## src/rtl/mlp_load_pkg.sv

```systemverilog
// mlp_load_pkg
// Shared types and constants for the MLP load sequencer and its lane packer.
//   load_state_e     : sequencer FSM state encoding
//   LOAD_TYPE_INPUT  : load_type_o value for an input-row beat
//   LOAD_TYPE_WEIGHT : load_type_o value for a weight beat
//   beats_per_row()  : number of packed beats that carry one matrix row
package mlp_load_pkg;

   typedef enum logic [1:0] {
      IDLE   = 2'd0,
      IN_ROW = 2'd1,
      W_ROW  = 2'd2,
      FINISH = 2'd3
   } load_state_e;

   localparam logic LOAD_TYPE_INPUT  = 1'b1;
   localparam logic LOAD_TYPE_WEIGHT = 1'b0;

   function automatic int beats_per_row(input int dim, input int lanes);
      return dim / lanes;
   endfunction

endpackage

```

## src/rtl/mlp_lane_packer.sv

```systemverilog
// mlp_lane_packer
// Packs LANES consecutive stream elements into one load beat and owns the
// single-entry output slot that presents the beat to the accelerator.
// Ports:
//   clk, rst         : clock, synchronous active-high reset
//   i_enable         : sequencer is in a row-loading state and may accept data
//   i_s_valid        : upstream element valid
//   o_s_ready        : element accepted when i_s_valid && o_s_ready
//   i_s_data         : upstream element
//   i_load_ready     : accelerator takes the beat held in the output slot
//   o_load_en        : output slot holds a valid beat
//   o_load_payload   : packed beat, lane k in bits [k*DATA_W +: DATA_W]
//   o_beat_load      : final lane accepted this cycle; a new beat enters the slot
module mlp_lane_packer #(
   parameter int DATA_W = 16,
   parameter int LANES  = 2
) (
   input  logic                    clk,
   input  logic                    rst,
   input  logic                    i_enable,
   input  logic                    i_s_valid,
   output logic                    o_s_ready,
   input  logic [DATA_W-1:0]       i_s_data,
   input  logic                    i_load_ready,
   output logic                    o_load_en,
   output logic [LANES*DATA_W-1:0] o_load_payload,
   output logic                    o_beat_load
);

   localparam int              LC_W      = (LANES > 1) ? $clog2(LANES) : 1;
   localparam logic [LC_W-1:0] LAST_LANE = LC_W'(LANES - 1);

   logic [LC_W-1:0]         r_lane;
   logic [LANES*DATA_W-1:0] r_pack;
   logic [LANES*DATA_W-1:0] r_payload;
   logic                    r_load_en;
   logic [LANES*DATA_W-1:0] w_payload_nxt;
   logic                    w_final_lane;
   logic                    w_accept;

   // Only the element that completes a beat needs a free output slot; the
   // slot counts as free when its current beat retires in this same cycle.
   assign w_final_lane   = (r_lane == LAST_LANE);
   assign o_s_ready      = i_enable && (!w_final_lane || !r_load_en || i_load_ready);
   assign w_accept       = i_s_valid && o_s_ready;
   assign o_beat_load    = w_accept && w_final_lane;
   assign o_load_en      = r_load_en;
   assign o_load_payload = r_payload;

   // Full beat = earlier lanes from the pack register plus the incoming element.
   always_comb begin
      w_payload_nxt = r_pack;
      w_payload_nxt[(LANES-1)*DATA_W +: DATA_W] = i_s_data;
   end

   // Lane counter, pack register and output slot.
   always_ff @(posedge clk) begin
      if (rst) begin
         r_lane    <= '0;
         r_pack    <= '0;
         r_payload <= '0;
         r_load_en <= 1'b0;
      end else begin
         if (w_accept) begin
            if (w_final_lane) begin
               r_lane <= '0;
            end else begin
               r_lane <= r_lane + LC_W'(1);
               r_pack[r_lane*DATA_W +: DATA_W] <= i_s_data;
            end
         end
         if (o_beat_load) begin
            r_load_en <= 1'b1;
            r_payload <= w_payload_nxt;
         end else if (i_load_ready) begin
            r_load_en <= 1'b0;
         end
      end
   end

endmodule

```

## src/rtl/mlp_load_sequencer.sv

```systemverilog
// mlp_load_sequencer
// Converts a flat element stream into the accelerator load protocol: packs
// LANES elements per beat and tags each beat with type, row, weight-beat and
// layer indices. Layer 0 interleaves an input row with a weight row; later
// layers stream weight rows only.
// Ports:
//   clk, rst              : clock, synchronous active-high reset
//   start_i, num_layers_i : begin a run of num_layers_i layers (sampled in IDLE)
//   busy_o, done_o        : run in progress / one-cycle end-of-run pulse
//   s_valid_i, s_ready_o, s_data_i       : upstream element stream
//   load_en_o, load_ready_i              : output beat handshake
//   load_payload_o, load_type_o          : packed beat and its type (1 = input)
//   input_load_number_o, layer_number_o, weight_number_o : beat indices
module mlp_load_sequencer
   import mlp_load_pkg::*;
#(
   parameter int DATA_W = 16,
   parameter int DIM    = 16,
   parameter int LANES  = 2,
   parameter int LAYERS = 8
) (
   input  logic                                     clk,
   input  logic                                     rst,
   input  logic                                     start_i,
   input  logic [$clog2(LAYERS+1)-1:0]              num_layers_i,
   output logic                                     busy_o,
   output logic                                     done_o,
   input  logic                                     s_valid_i,
   output logic                                     s_ready_o,
   input  logic [DATA_W-1:0]                        s_data_i,
   output logic                                     load_en_o,
   input  logic                                     load_ready_i,
   output logic [LANES*DATA_W-1:0]                  load_payload_o,
   output logic                                     load_type_o,
   output logic [$clog2(DIM)-1:0]                   input_load_number_o,
   output logic [$clog2(LAYERS)-1:0]                layer_number_o,
   output logic [$clog2(beats_per_row(DIM, LANES))-1:0] weight_number_o
);

   localparam int BEATS = beats_per_row(DIM, LANES);
   localparam int NL_W  = $clog2(LAYERS + 1);
   localparam int LY_W  = $clog2(LAYERS);
   localparam int RW_W  = $clog2(DIM);
   localparam int WN_W  = $clog2(BEATS);

   if ((DIM % LANES) != 0) begin : g_lanes_check
      $error("mlp_load_sequencer: DIM must be a multiple of LANES");
   end

   load_state_e     r_state, w_state_nxt;
   logic [RW_W-1:0] r_row, w_row_nxt;
   logic [WN_W-1:0] r_beat, w_beat_nxt;
   logic [LY_W-1:0] r_layer, w_layer_nxt;
   logic [NL_W-1:0] r_num_layers, w_num_layers_nxt;
   logic            r_drain, w_drain_nxt;
   logic            r_busy;
   logic            r_done;
   logic            r_type;
   logic [RW_W-1:0] r_row_o;
   logic [LY_W-1:0] r_layer_o;
   logic [WN_W-1:0] r_wn_o;
   logic            w_enable;
   logic            w_beat_load;
   logic            w_beat_last;
   logic            w_row_last;
   logic            w_layer_last;

   // Once the final beat of the run is loaded (r_drain) no more elements are taken.
   assign w_enable     = ((r_state == IN_ROW) || (r_state == W_ROW)) && !r_drain;
   assign w_beat_last  = (r_beat == WN_W'(BEATS - 1));
   assign w_row_last   = (r_row == RW_W'(DIM - 1));
   assign w_layer_last = ((NL_W'(r_layer) + NL_W'(1)) == r_num_layers);

   mlp_lane_packer #(
      .DATA_W (DATA_W),
      .LANES  (LANES)
   ) u_packer (
      .clk            (clk),
      .rst            (rst),
      .i_enable       (w_enable),
      .i_s_valid      (s_valid_i),
      .o_s_ready      (s_ready_o),
      .i_s_data       (s_data_i),
      .i_load_ready   (load_ready_i),
      .o_load_en      (load_en_o),
      .o_load_payload (load_payload_o),
      .o_beat_load    (w_beat_load)
   );

   // Next-state and index advance; indices move when a beat is loaded, not when it retires.
   always_comb begin
      w_state_nxt      = r_state;
      w_row_nxt        = r_row;
      w_beat_nxt       = r_beat;
      w_layer_nxt      = r_layer;
      w_num_layers_nxt = r_num_layers;
      w_drain_nxt      = r_drain;
      case (r_state)
         IDLE: begin
            if (start_i) begin
               if (num_layers_i != NL_W'(0)) begin
                  w_num_layers_nxt = num_layers_i;
                  w_row_nxt        = '0;
                  w_beat_nxt       = '0;
                  w_layer_nxt      = '0;
                  w_drain_nxt      = 1'b0;
                  w_state_nxt      = IN_ROW;
               end else begin
                  w_state_nxt = FINISH;
               end
            end else begin
               w_state_nxt = IDLE;
            end
         end
         IN_ROW: begin
            if (w_beat_load) begin
               if (w_beat_last) begin
                  w_beat_nxt  = '0;
                  w_state_nxt = W_ROW;
               end else begin
                  w_beat_nxt = r_beat + WN_W'(1);
               end
            end else begin
               w_state_nxt = IN_ROW;
            end
         end
         W_ROW: begin
            if (r_drain) begin
               // Wait for the last beat of the run to leave the output slot.
               if (!load_en_o || load_ready_i) begin
                  w_drain_nxt = 1'b0;
                  w_state_nxt = FINISH;
               end else begin
                  w_state_nxt = W_ROW;
               end
            end else if (w_beat_load) begin
               if (w_beat_last) begin
                  w_beat_nxt = '0;
                  if (w_row_last) begin
                     w_row_nxt = '0;
                     if (w_layer_last) begin
                        w_drain_nxt = 1'b1;
                     end else begin
                        w_layer_nxt = r_layer + LY_W'(1);
                     end
                  end else begin
                     w_row_nxt = r_row + RW_W'(1);
                     // Only layer 0 interleaves input rows with weight rows.
                     w_state_nxt = (r_layer == LY_W'(0)) ? IN_ROW : W_ROW;
                  end
               end else begin
                  w_beat_nxt = r_beat + WN_W'(1);
               end
            end else begin
               w_state_nxt = W_ROW;
            end
         end
         FINISH: begin
            w_state_nxt = IDLE;
         end
         default: begin
            w_state_nxt = IDLE;
         end
      endcase
   end

   // State, counters, status flags and the index registers that travel with each beat.
   always_ff @(posedge clk) begin
      if (rst) begin
         r_state      <= IDLE;
         r_row        <= '0;
         r_beat       <= '0;
         r_layer      <= '0;
         r_num_layers <= '0;
         r_drain      <= 1'b0;
         r_busy       <= 1'b0;
         r_done       <= 1'b0;
         r_type       <= 1'b0;
         r_row_o      <= '0;
         r_layer_o    <= '0;
         r_wn_o       <= '0;
      end else begin
         r_state      <= w_state_nxt;
         r_row        <= w_row_nxt;
         r_beat       <= w_beat_nxt;
         r_layer      <= w_layer_nxt;
         r_num_layers <= w_num_layers_nxt;
         r_drain      <= w_drain_nxt;
         r_busy       <= (w_state_nxt == IN_ROW) || (w_state_nxt == W_ROW);
         r_done       <= (w_state_nxt == FINISH);
         if (w_beat_load) begin
            r_type    <= (r_state == IN_ROW) ? LOAD_TYPE_INPUT : LOAD_TYPE_WEIGHT;
            r_row_o   <= r_row;
            r_layer_o <= r_layer;
            r_wn_o    <= (r_state == IN_ROW) ? '0 : r_beat;
         end
      end
   end

   assign busy_o              = r_busy;
   assign done_o              = r_done;
   assign load_type_o         = r_type;
   assign input_load_number_o = r_row_o;
   assign layer_number_o      = r_layer_o;
   assign weight_number_o     = r_wn_o;

endmodule
```

## config.mk

```make
export PLATFORM = sky130hd
export DESIGN_NAME = mlp_load_sequencer
export DESIGN_NICKNAME = d
export VERILOG_FILES = /design/src/rtl/mlp_load_pkg.sv /design/src/rtl/mlp_lane_packer.sv /design/src/rtl/mlp_load_sequencer.sv
export SDC_FILE = /design/constraint.sdc
export NUM_CORES = 1
export LEC_CHECK = 0
export CORE_UTILIZATION = 54
export CTS_CLUSTER_DIAMETER = 100
export CTS_CLUSTER_SIZE = 30
export DETAILED_ROUTE_END_ITERATION = 10
export PLACE_DENSITY = 0.87
export SKIP_CTS_REPAIR_TIMING = 1
export SYNTH_ARGS = -nofsm -noshare
export SYNTH_HDL_FRONTEND = slang
export SYNTH_SLANG_ARGS = --single-unit
```

## constraint.sdc

```tcl
create_clock -name clk -period 5.8 [get_ports clk]
set_input_delay 1.16 -clock clk [delete_from_list [all_inputs] [get_ports clk]]
set_output_delay 1.16 -clock clk [all_outputs]
set_load 0.01 [all_outputs]
```

### After elaboration in Yosys (flattened, before gate mapping)

Cells that the tools add are included.
Widths: inputs -> output; s select.

| cells by class | value |
|---|---|
| bitwise operators | 1 |
| mux-type cells | 45 |
| shifts and indexed selects | 2 |
| divide/modulo/power cells | 0 |
| reductions and logical operators | 24 |
| equality and inequality tests | 16 |
| $add $sub $neg | 6 |
| magnitude comparators | 0 |
| multiply operators | 0 |

Operator list:

| cell | number |
|---|---|
| $neg 5->34 | 1 |
| $shift 16x34->32 const A | 1 |
| $shiftx 16x34->32 | 1 |
| $mux 3 | 11 |
| $bwmux 32 | 1 |
| $mux 4 | 6 |
| $mux 2 | 9 |
| $mux 1 | 13 |
| $ne 2x2->1 const B | 6 |
| $pmux 3 s3 | 1 |
| $eq 2x2->1 const B | 4 |
| $pmux 2 s4 | 1 |
| $pmux 4 s2 | 1 |
| $reduce_and 8->1 | 1 |
| $add 3x1->3 const B | 2 |
| $pmux 3 s2 | 1 |
| $reduce_and 3->1 | 2 |
| $reduce_and 6->1 | 1 |
| $logic_or 1x1->1 | 5 |
| $add 3x1->4 const B | 1 |
| $add 4x1->4 const B | 1 |
| $eq 2x1->1 const B | 2 |
| $eq 4x4->1 | 1 |
| $eq 4x4->1 const B | 1 |
| 14 further kinds | 20 |

| word-level totals | value |
|---|---|
| latch bits | 0 |
| word-level logic and storage cells | 110 |
| memories kept | 0 |
| input port bits | 25 |
| output and inout bits | 47 |
| register bits after elaboration | 96 |
| memory bits (writable) | 0 |
| ROM bits | 0 |

### Longest topological paths before layout

Gate-level depths: netlist of run 1.

| depth | value |
|---|---|
| depth after elaboration | 11 |
| mapped depth | 10 |
| mapped depth without buffers | 9 |

### Modules after synthesis

From an unflattened synthesis of run 1, not the netlist that was laid out.

| unflattened totals | value |
|---|---|
| cells, all modules | 394 |
| area total of the unflattened synthesis | 3,653.5 um^2 |

By module, submodules not included:

| module | cells an instance | area an instance (um^2) | times used |
|---|---|---|---|
| mlp_lane_packer | 220 | 2,143.3 | 1 |
| mlp_load_sequencer | 174 | 1,510.2 | 1 |

### Least setup slack after synthesis of run 1

No wires, ideal clock.

| path | value |
|---|---|
| kind | in2out |
| start point | in load_ready_i |
| end point | out s_ready_o |
| path buffers | 0 |
| arrival time | 1.454 ns |
| setup slack | 3.186 ns |
| stages on the path | 2 |
| cell sequence | nor2b_1 > a21boi_1 |

| on the way | value |
|---|---|
| word-level cells in the longest chain between the ends | 2 |

Ends and longest elaborated chain:

| element | line | text |
|---|---|---|
| start: declaration | mlp_load_sequencer.sv:32 | `input logic load_ready_i,` |
| $logic_or 1x1->1 | mlp_lane_packer.sv:44 | `assign o_s_ready = i_enable && (!w_final_lane \|\| !r_load_en \|\| i_load_ready);` |
| $logic_and 1x1->1 | mlp_lane_packer.sv:44 |  |
| end: declaration | mlp_load_sequencer.sv:29 | `output logic s_ready_o,` |

No other way between the ends.

### Worst setup path in the final report of run 1

Ends and elaborated chain as after synthesis.

==> results of run 1 <==
[power breakdown]
group	internal [uW]	total, uW	switching [uW]
Combinational	32.9	74.9	42.0
Clock	217	428	211
Sequential	557	562	5.15
Total	807	1070	258
[worst min-delay path by stage]
stage	from	endpoint	slack, ps
floorplan	u_packer.r_pack[0]	u_packer.o_load_payload[0]	430
global placement	u_packer.r_pack[6]	u_packer.o_load_payload[6]	440
detailed placement	u_packer.r_pack[12]	u_packer.o_load_payload[12]	440
CTS	weight_number_o[1]	weight_number_o[1]	450
global route	u_packer.r_pack[15]	u_packer.o_load_payload[15]	470
finish	u_packer.o_load_payload[4]	u_packer.o_load_payload[4]	460
[layer usage]
metal  up-vias  GRT usage (%)  routed length, microns
met3        14           6.59                     429
li1       1503              -                       -
met2        99           40.1                    3610
met1      1412           31.4                    3410
met5         -              0                       0
met4         0           10.5                     150
[cell families (layout without fill, tap and decap cells)]
kind of cell,after synthesis,count (layout),synth area share [%]
fa+ha+maj,10,10,3.80
simple gates,180,180,24.5
xor+xnor,3,3,0.799
compound gates,104,104,18.0
flops,80,80,48.7
buf+inv,32,98,4.26
[cells in the mapped netlist, types with 2 or more instances]
cell	count	area, sq um
nor2b_1	5	31.3
a31oi_1	2	12.5
nand2_1	127	477
nor2_1	12	45.0
buf_2	2	10.0
a21oi_1	76	380
o21ai_0	8	40.0
clkbuf_1	20	75.1
dfxtp_1	80	1600
nor3_1	2	10.0
nand2b_1	3	18.8
and2_1	2	12.5
ha_1	10	125
inv_1	8	30.0
nand3b_1	4	30.0
xnor2_1	2	17.5
a22oi_1	3	22.5
nand4_1	4	25.0
nand3_1	9	45.0
[stage by stage]
| step | worst slack, ps | utilization, % | power [uW] |
|---|---|---|---|
| floorplan | 3190 | - | 617 |
| global placement | 2230 | 68.1 | 647 |
| detailed placement | 2190 | 68.1 | 648 |
| CTS | 2190 | 71.7 | 1070 |
| global route | 2150 | 71.7 | 1110 |
| finish | 2210 | 71.7 | 1070 |
[state kept, by name, summed over array words and instances, names as in the netlist]
signal	cells
r_state	2
busy_o	1
u_packer.o_load_payload	32
r_beat	3
r_drain	1
load_type_o	1
input_load_number_o	4
u_packer.r_lane	1
done_o	1
u_packer.r_pack	16
weight_number_o	3
u_packer.o_load_en	1
layer_number_o	3
r_num_layers	4
r_row	4
r_layer	3
[area by class of cell]
cell class	count	area, sq um	share of cell area, %
inverter	8	30.0	0.712
sequential	80	1600	38.0
clock buffer	10	138	3.26
tap	75	93.8	2.22
timing repair buffer	74	728	17.3
clock inverter	6	73.8	1.75
multi-input combinational	297	1550	36.8
[worst reg2reg max path, stage by stage (launching register included)]
cell      delay (ps)
dfxtp_1          390
inv_1            100
ha_1             300
nor2b_2          210
a21boi_1         220
nand2_1          120
nor2_1           830
nand2_1          190
a21oi_1          170
==> impl_metrics.tcl, run 1 <==
set metrics [dict create \
    final_common_cell "nand2_1" \
    fp.dieH_microns 80.1 \
    ys_warn_count 0 \
    worstHoldPathCells 2 \
    synth_ff_type "dfxtp_1" \
    place.gp.congestion 0.902 \
    final-setup-viol-count 0 \
    drive_gt1_share_pct 6.32 \
    setup_tns_ps 0 \
    crit_fanout 2 \
    synth_seq_cells 80 \
    wirelength_microns 7600 \
    worstSetupEndpointType "output pin" \
    dieArea_sq_mm 0.00641 \
    overflow 0 \
    peakVddDrop_uv 183 \
    hpwl_microns 4900 \
    critPathCapture "s_ready_o" \
    cp.required_ps 4640 \
    place_inst 534 \
    p_per_area_mw_per_mm2 253 \
    cts-htree-levels 3 \
    diodes 0 \
    netlist_instances 409 \
    grt_util_all_layers_pct 24.9 \
    max-slew-margin-rel_pct 27.3 \
    rsz0062_at_grt "no" \
    reg2regPathDepth 8 \
    syn-num-nets 444 \
    wl_per_cell_microns 13.8 \
    max_freq_ghz 0.278 \
    worstReg2RegStart "r_state[1]" \
    grt_pass1_wl_microns 12200 \
    ant_nets 0 \
    layoutNonFillerInstCount 550 \
    grt_antenna_before_repair 0 \
    synth-edff-count 0 \
    cp-startpoint "load_ready_i" \
    area_growth_pct 28.2 \
    cts_tree "yes" \
    arrival_ps 2430 \
    synth-seq-area-share_pct 48.7 \
    cts_buffers 9 \
    syn_area_sq_mm 0.00329 \
    worstSetupStartpointType "primary input" \
    synthArstFlopShare_pct 0 \
    port_buffers 71 \
    drtPass1Iterations 4 \
    vias_per_cell 5.51 \
    synth.distinct_cells 49 \
    grt_max_degree 82 \
    drcViolationCount 0 \
    final_nets 505 \
    syn_avg_cell_area_sq_um 8.04 \
    ios 72 \
    tightest_slew_ps 1090 \
    root_buffer "clkbuf_8" \
    initial_utilization_pct 55.9 \
    drtIter0Drc 248 \
    mostFrequentLayoutCells "nand2_1 (127), dfxtp_1 (80), a21oi_1 (76), clkdlybuf4s50_1 (70), nor2_1 (12)" \
    fillers 444 \
    period_needed_ps 3590 \
    crit_type "in -> out" \
    path_clk_slew_ps 90 \
    postLayoutCellArea_sq_mm 0.00422 \
    core-area_sq_mm 0.00589 \
    clock_latency_ps 350 \
    dpl-instance-area_sq_mm 0.00401 \
    reg2reg_to "u_packer.r_pack[10]" \
    fin_skew_ps 11.8 \
    r2r_slack_ps 3210 \
    die_w_microns 80.1 \
    leakagePower_uw 0.00142 \
    num_rows 28 \
    slowest_delay_ps 560 \
    clock_sinks 80 \
    drv_slew 0 \
    hp-class "reg -> reg" \
    cp_top_family "buffers and inverters" \
    grt_pass1_vias 2698 \
    crit_buf_inv 2 \
    num_vias 3028 \
    maxCapViolations 0 \
    worstPathCellList "clkdlybuf4s50_1, nor2b_1, a21boi_1, clkdlybuf4s50_1" \
    hold_viol 0 \
    whs_ps 456 \
    slowest_stage "clkdlybuf4s50_1" \
    cp.depth 4 \
    clk_path_buf_depth 2 \
    cpMostUsedCell "clkdlybuf4s50_1" \
    period_share_pct 62.0 \
    outcome "completed" \
]
(Power assumes the default switching activity.)
==> inputs of run 2 (changes only) <==
--- a/config.mk
+++ b/config.mk
@@ -5,11 +5,11 @@
 export SDC_FILE = /design/constraint.sdc
 export NUM_CORES = 1
 export LEC_CHECK = 0
-export CORE_UTILIZATION = 54
+export CORE_UTILIZATION = 45
 export CTS_CLUSTER_DIAMETER = 100
 export CTS_CLUSTER_SIZE = 30
 export DETAILED_ROUTE_END_ITERATION = 10
-export PLACE_DENSITY = 0.87
+export PLACE_DENSITY = 0.78
 export SKIP_CTS_REPAIR_TIMING = 1
 export SYNTH_ARGS = -nofsm -noshare
 export SYNTH_HDL_FRONTEND = slang
==> constraint.sdc (replaced) <==
create_clock -name clk -period 3 [get_ports clk]
set_input_delay 0.6 -clock clk [delete_from_list [all_inputs] [get_ports clk]]
set_output_delay 0.6 -clock clk [all_outputs]
set_load 0.01 [all_outputs]
==> run 2 against run 1 <==
Net effect: via count rose by 1.4%; first-iteration DRC count down 38%; combinational power up 100%; core utilization fell by 10 points; power increased by 84%; final cell count is 4.7% higher; global-route usage is 2.9 points lower; clock skew grew 2.4 ps; critical path type is now reg -> out.
==> impl_metrics.tcl, run 2 (synthesis gave the netlist of run 1 again) <==
set metrics [dict create \
    fin_ws_ps 198 \
    arrival_ps 2200 \
    rsz0062_at_grt "no" \
    grt_util_all_layers_pct 22.0 \
    final-setup-viol-count 0 \
    holdCritStartpoint "u_packer.r_pack[15]" \
    core-area_sq_mm 0.00694 \
    worstPathCellList "inv_1, ha_1, nor2b_2, a21boi_1, clkdlybuf4s50_1" \
    drv_slew 0 \
    power_frac_comb_pct 7.6 \
    hp-class "reg -> reg" \
    cp.required_ps 2400 \
    dieArea_sq_mm 0.00766 \
    period_needed_ps 2800 \
    place.gp.congestion 0.906 \
    outcome "completed" \
    wl_per_cell_microns 13.9 \
    drcViolationCount 0 \
    hpwl_microns 5430 \
    fin_skew_ps 14.2 \
    wirelength_microns 8030 \
    slowest_stage "clkdlybuf4s50_1" \
    clock_sinks 80 \
    initial_utilization_pct 47.4 \
    port_buffers 71 \
    worstSetupStartpointType "register" \
    clk_path_buf_depth 2 \
    leakagePower_uw 0.00143 \
    root_buffer "clkbuf_8" \
    die_w_microns 87.5 \
    overflow 0 \
    maxCapViolations 0 \
    fillers 600 \
    grt_pass1_vias 2853 \
    area_growth_pct 29.3 \
    cts-htree-levels 3 \
    period_share_pct 93.4 \
    intPower_uw 1470 \
    max-slew-margin-rel_pct 55.9 \
    final_nets 510 \
    cts_buffers 9 \
    setup_tns_ps 0 \
    cts_tree "yes" \
    cp-startpoint "r_state[1]" \
    crit_fanout 4 \
    num_rows 30 \
    drive_gt1_share_pct 7.08 \
    sw_frac_of_total_pct 25.0 \
    clock_latency_ps 350 \
    final_common_cell "nand2_1" \
    dpl-instance-area_sq_mm 0.00407 \
    mostFrequentLayoutCells "nand2_1 (127), dfxtp_1 (80), a21oi_1 (76), clkdlybuf4s50_1 (70), nor2_1 (12)" \
    fp.dieH_microns 87.5 \
    hold_viol 0 \
    ant_nets 0 \
    slowest_delay_ps 580 \
    peakVddDrop_uv 337 \
    vias_per_cell 5.33 \
    grt_antenna_before_repair 0 \
    grt_pass1_wl_microns 13100 \
    largest_reg_flops 32 \
    path_clk_slew_ps 80 \
    tightest_slew_ps 662 \
    worstSetupEndpointType "output pin" \
    max_freq_ghz 0.357 \
    p_seq_share_pct 55.4 \
    crit_type "reg -> out" \
    cp_top_family "buffers and inverters" \
    clkPwrFrac_pct 37.0 \
    drtPass1Iterations 4 \
    crit_buf_inv 2 \
    preCtsSetupSlack_ps 399 \
    drtIter0Drc 155 \
    num_vias 3071 \
    ios 72 \
    power_switching_uw 491 \
    diodes 0 \
    postLayoutCellArea_sq_mm 0.00425 \
    worstReg2RegStart "r_layer[0]" \
    grt_max_degree 36 \
    p_per_area_mw_per_mm2 461 \
    final_core_util_pct 61.3 \
]
==> run 2: cell count changes in the layout (fill, tap and decap cells not counted) <==
| cell | delta |
|---|---|
| buf_4 | +5 |
| inv_6 | -4 |
| clkinv_4 | +3 |
| bufinv_16 | -1 |
| clkbuf_1 | +1 |
| clkinvlp_4 | +1 |
==> run 2: path summary, 6_finish.rpt <==
path                            endpoint  slack (ps)  cells after the start
max                            s_ready_o         200                      5
min          u_packer.o_load_payload[15]         450                      2
max reg2reg                   r_layer[1]         570                      7
min reg2reg  u_packer.o_load_payload[15]         450                      2
==> run 2: through the flow <==
| step | instances | total power, uW | hold WS (ps) |
|---|---|---|---|
| after floorplan | 409 | 1190 | 432 |
| after global placement | 560 | 1260 | 436 |
| after detailed placement | 560 | 1260 | 443 |
| after CTS | 576 | 1970 | 455 |
| after global routing | 576 | 2040 | 471 |
| final | 576 | 1960 | 452 |
==> run 2: worst register-to-register path: cells and delay by family, from the launching register on <==
kind            cells  cell delay [ps]
compound gates      3             1040
xor+xnor            1              250
fa+ha+maj           1              340
buf+inv             1              120
flops               1              480
simple gates        1               90
==> run 2: area by class of cell <==
| cell class | instances | area [sq um] | area share (%) |
|---|---|---|---|
| clock buffer | 11 | 141 | 3.32 |
| timing repair buffer | 79 | 766 | 18.0 |
| multi-input combinational | 297 | 1550 | 36.5 |
| clock inverter | 5 | 42.5 | 1.00 |
| inverter | 8 | 30.0 | 0.706 |
| sequential | 80 | 1600 | 37.6 |
| tap | 96 | 120 | 2.82 |
==> run 2: metal layers <==
layer / routed length [microns] / track usage (%) / vias up
li1: - / - / 1526
met1: 3680 / 28.0 / 1426
met2: 3730 / 36.0 / 106
met3: 492 / 4.83 / 13
met4: 121 / 9.39 / 0
met5: 0 / 0 / -
==> run 2: power groups by stage <==
stage,logic [uW],clock network [uW],registers (uW)
after CTS,148,736,1090
after global routing,164,785,1090
after global placement,145,0,1110
final,150,726,1090
after floorplan,82.7,0,1110
after detailed placement,147,0,1110
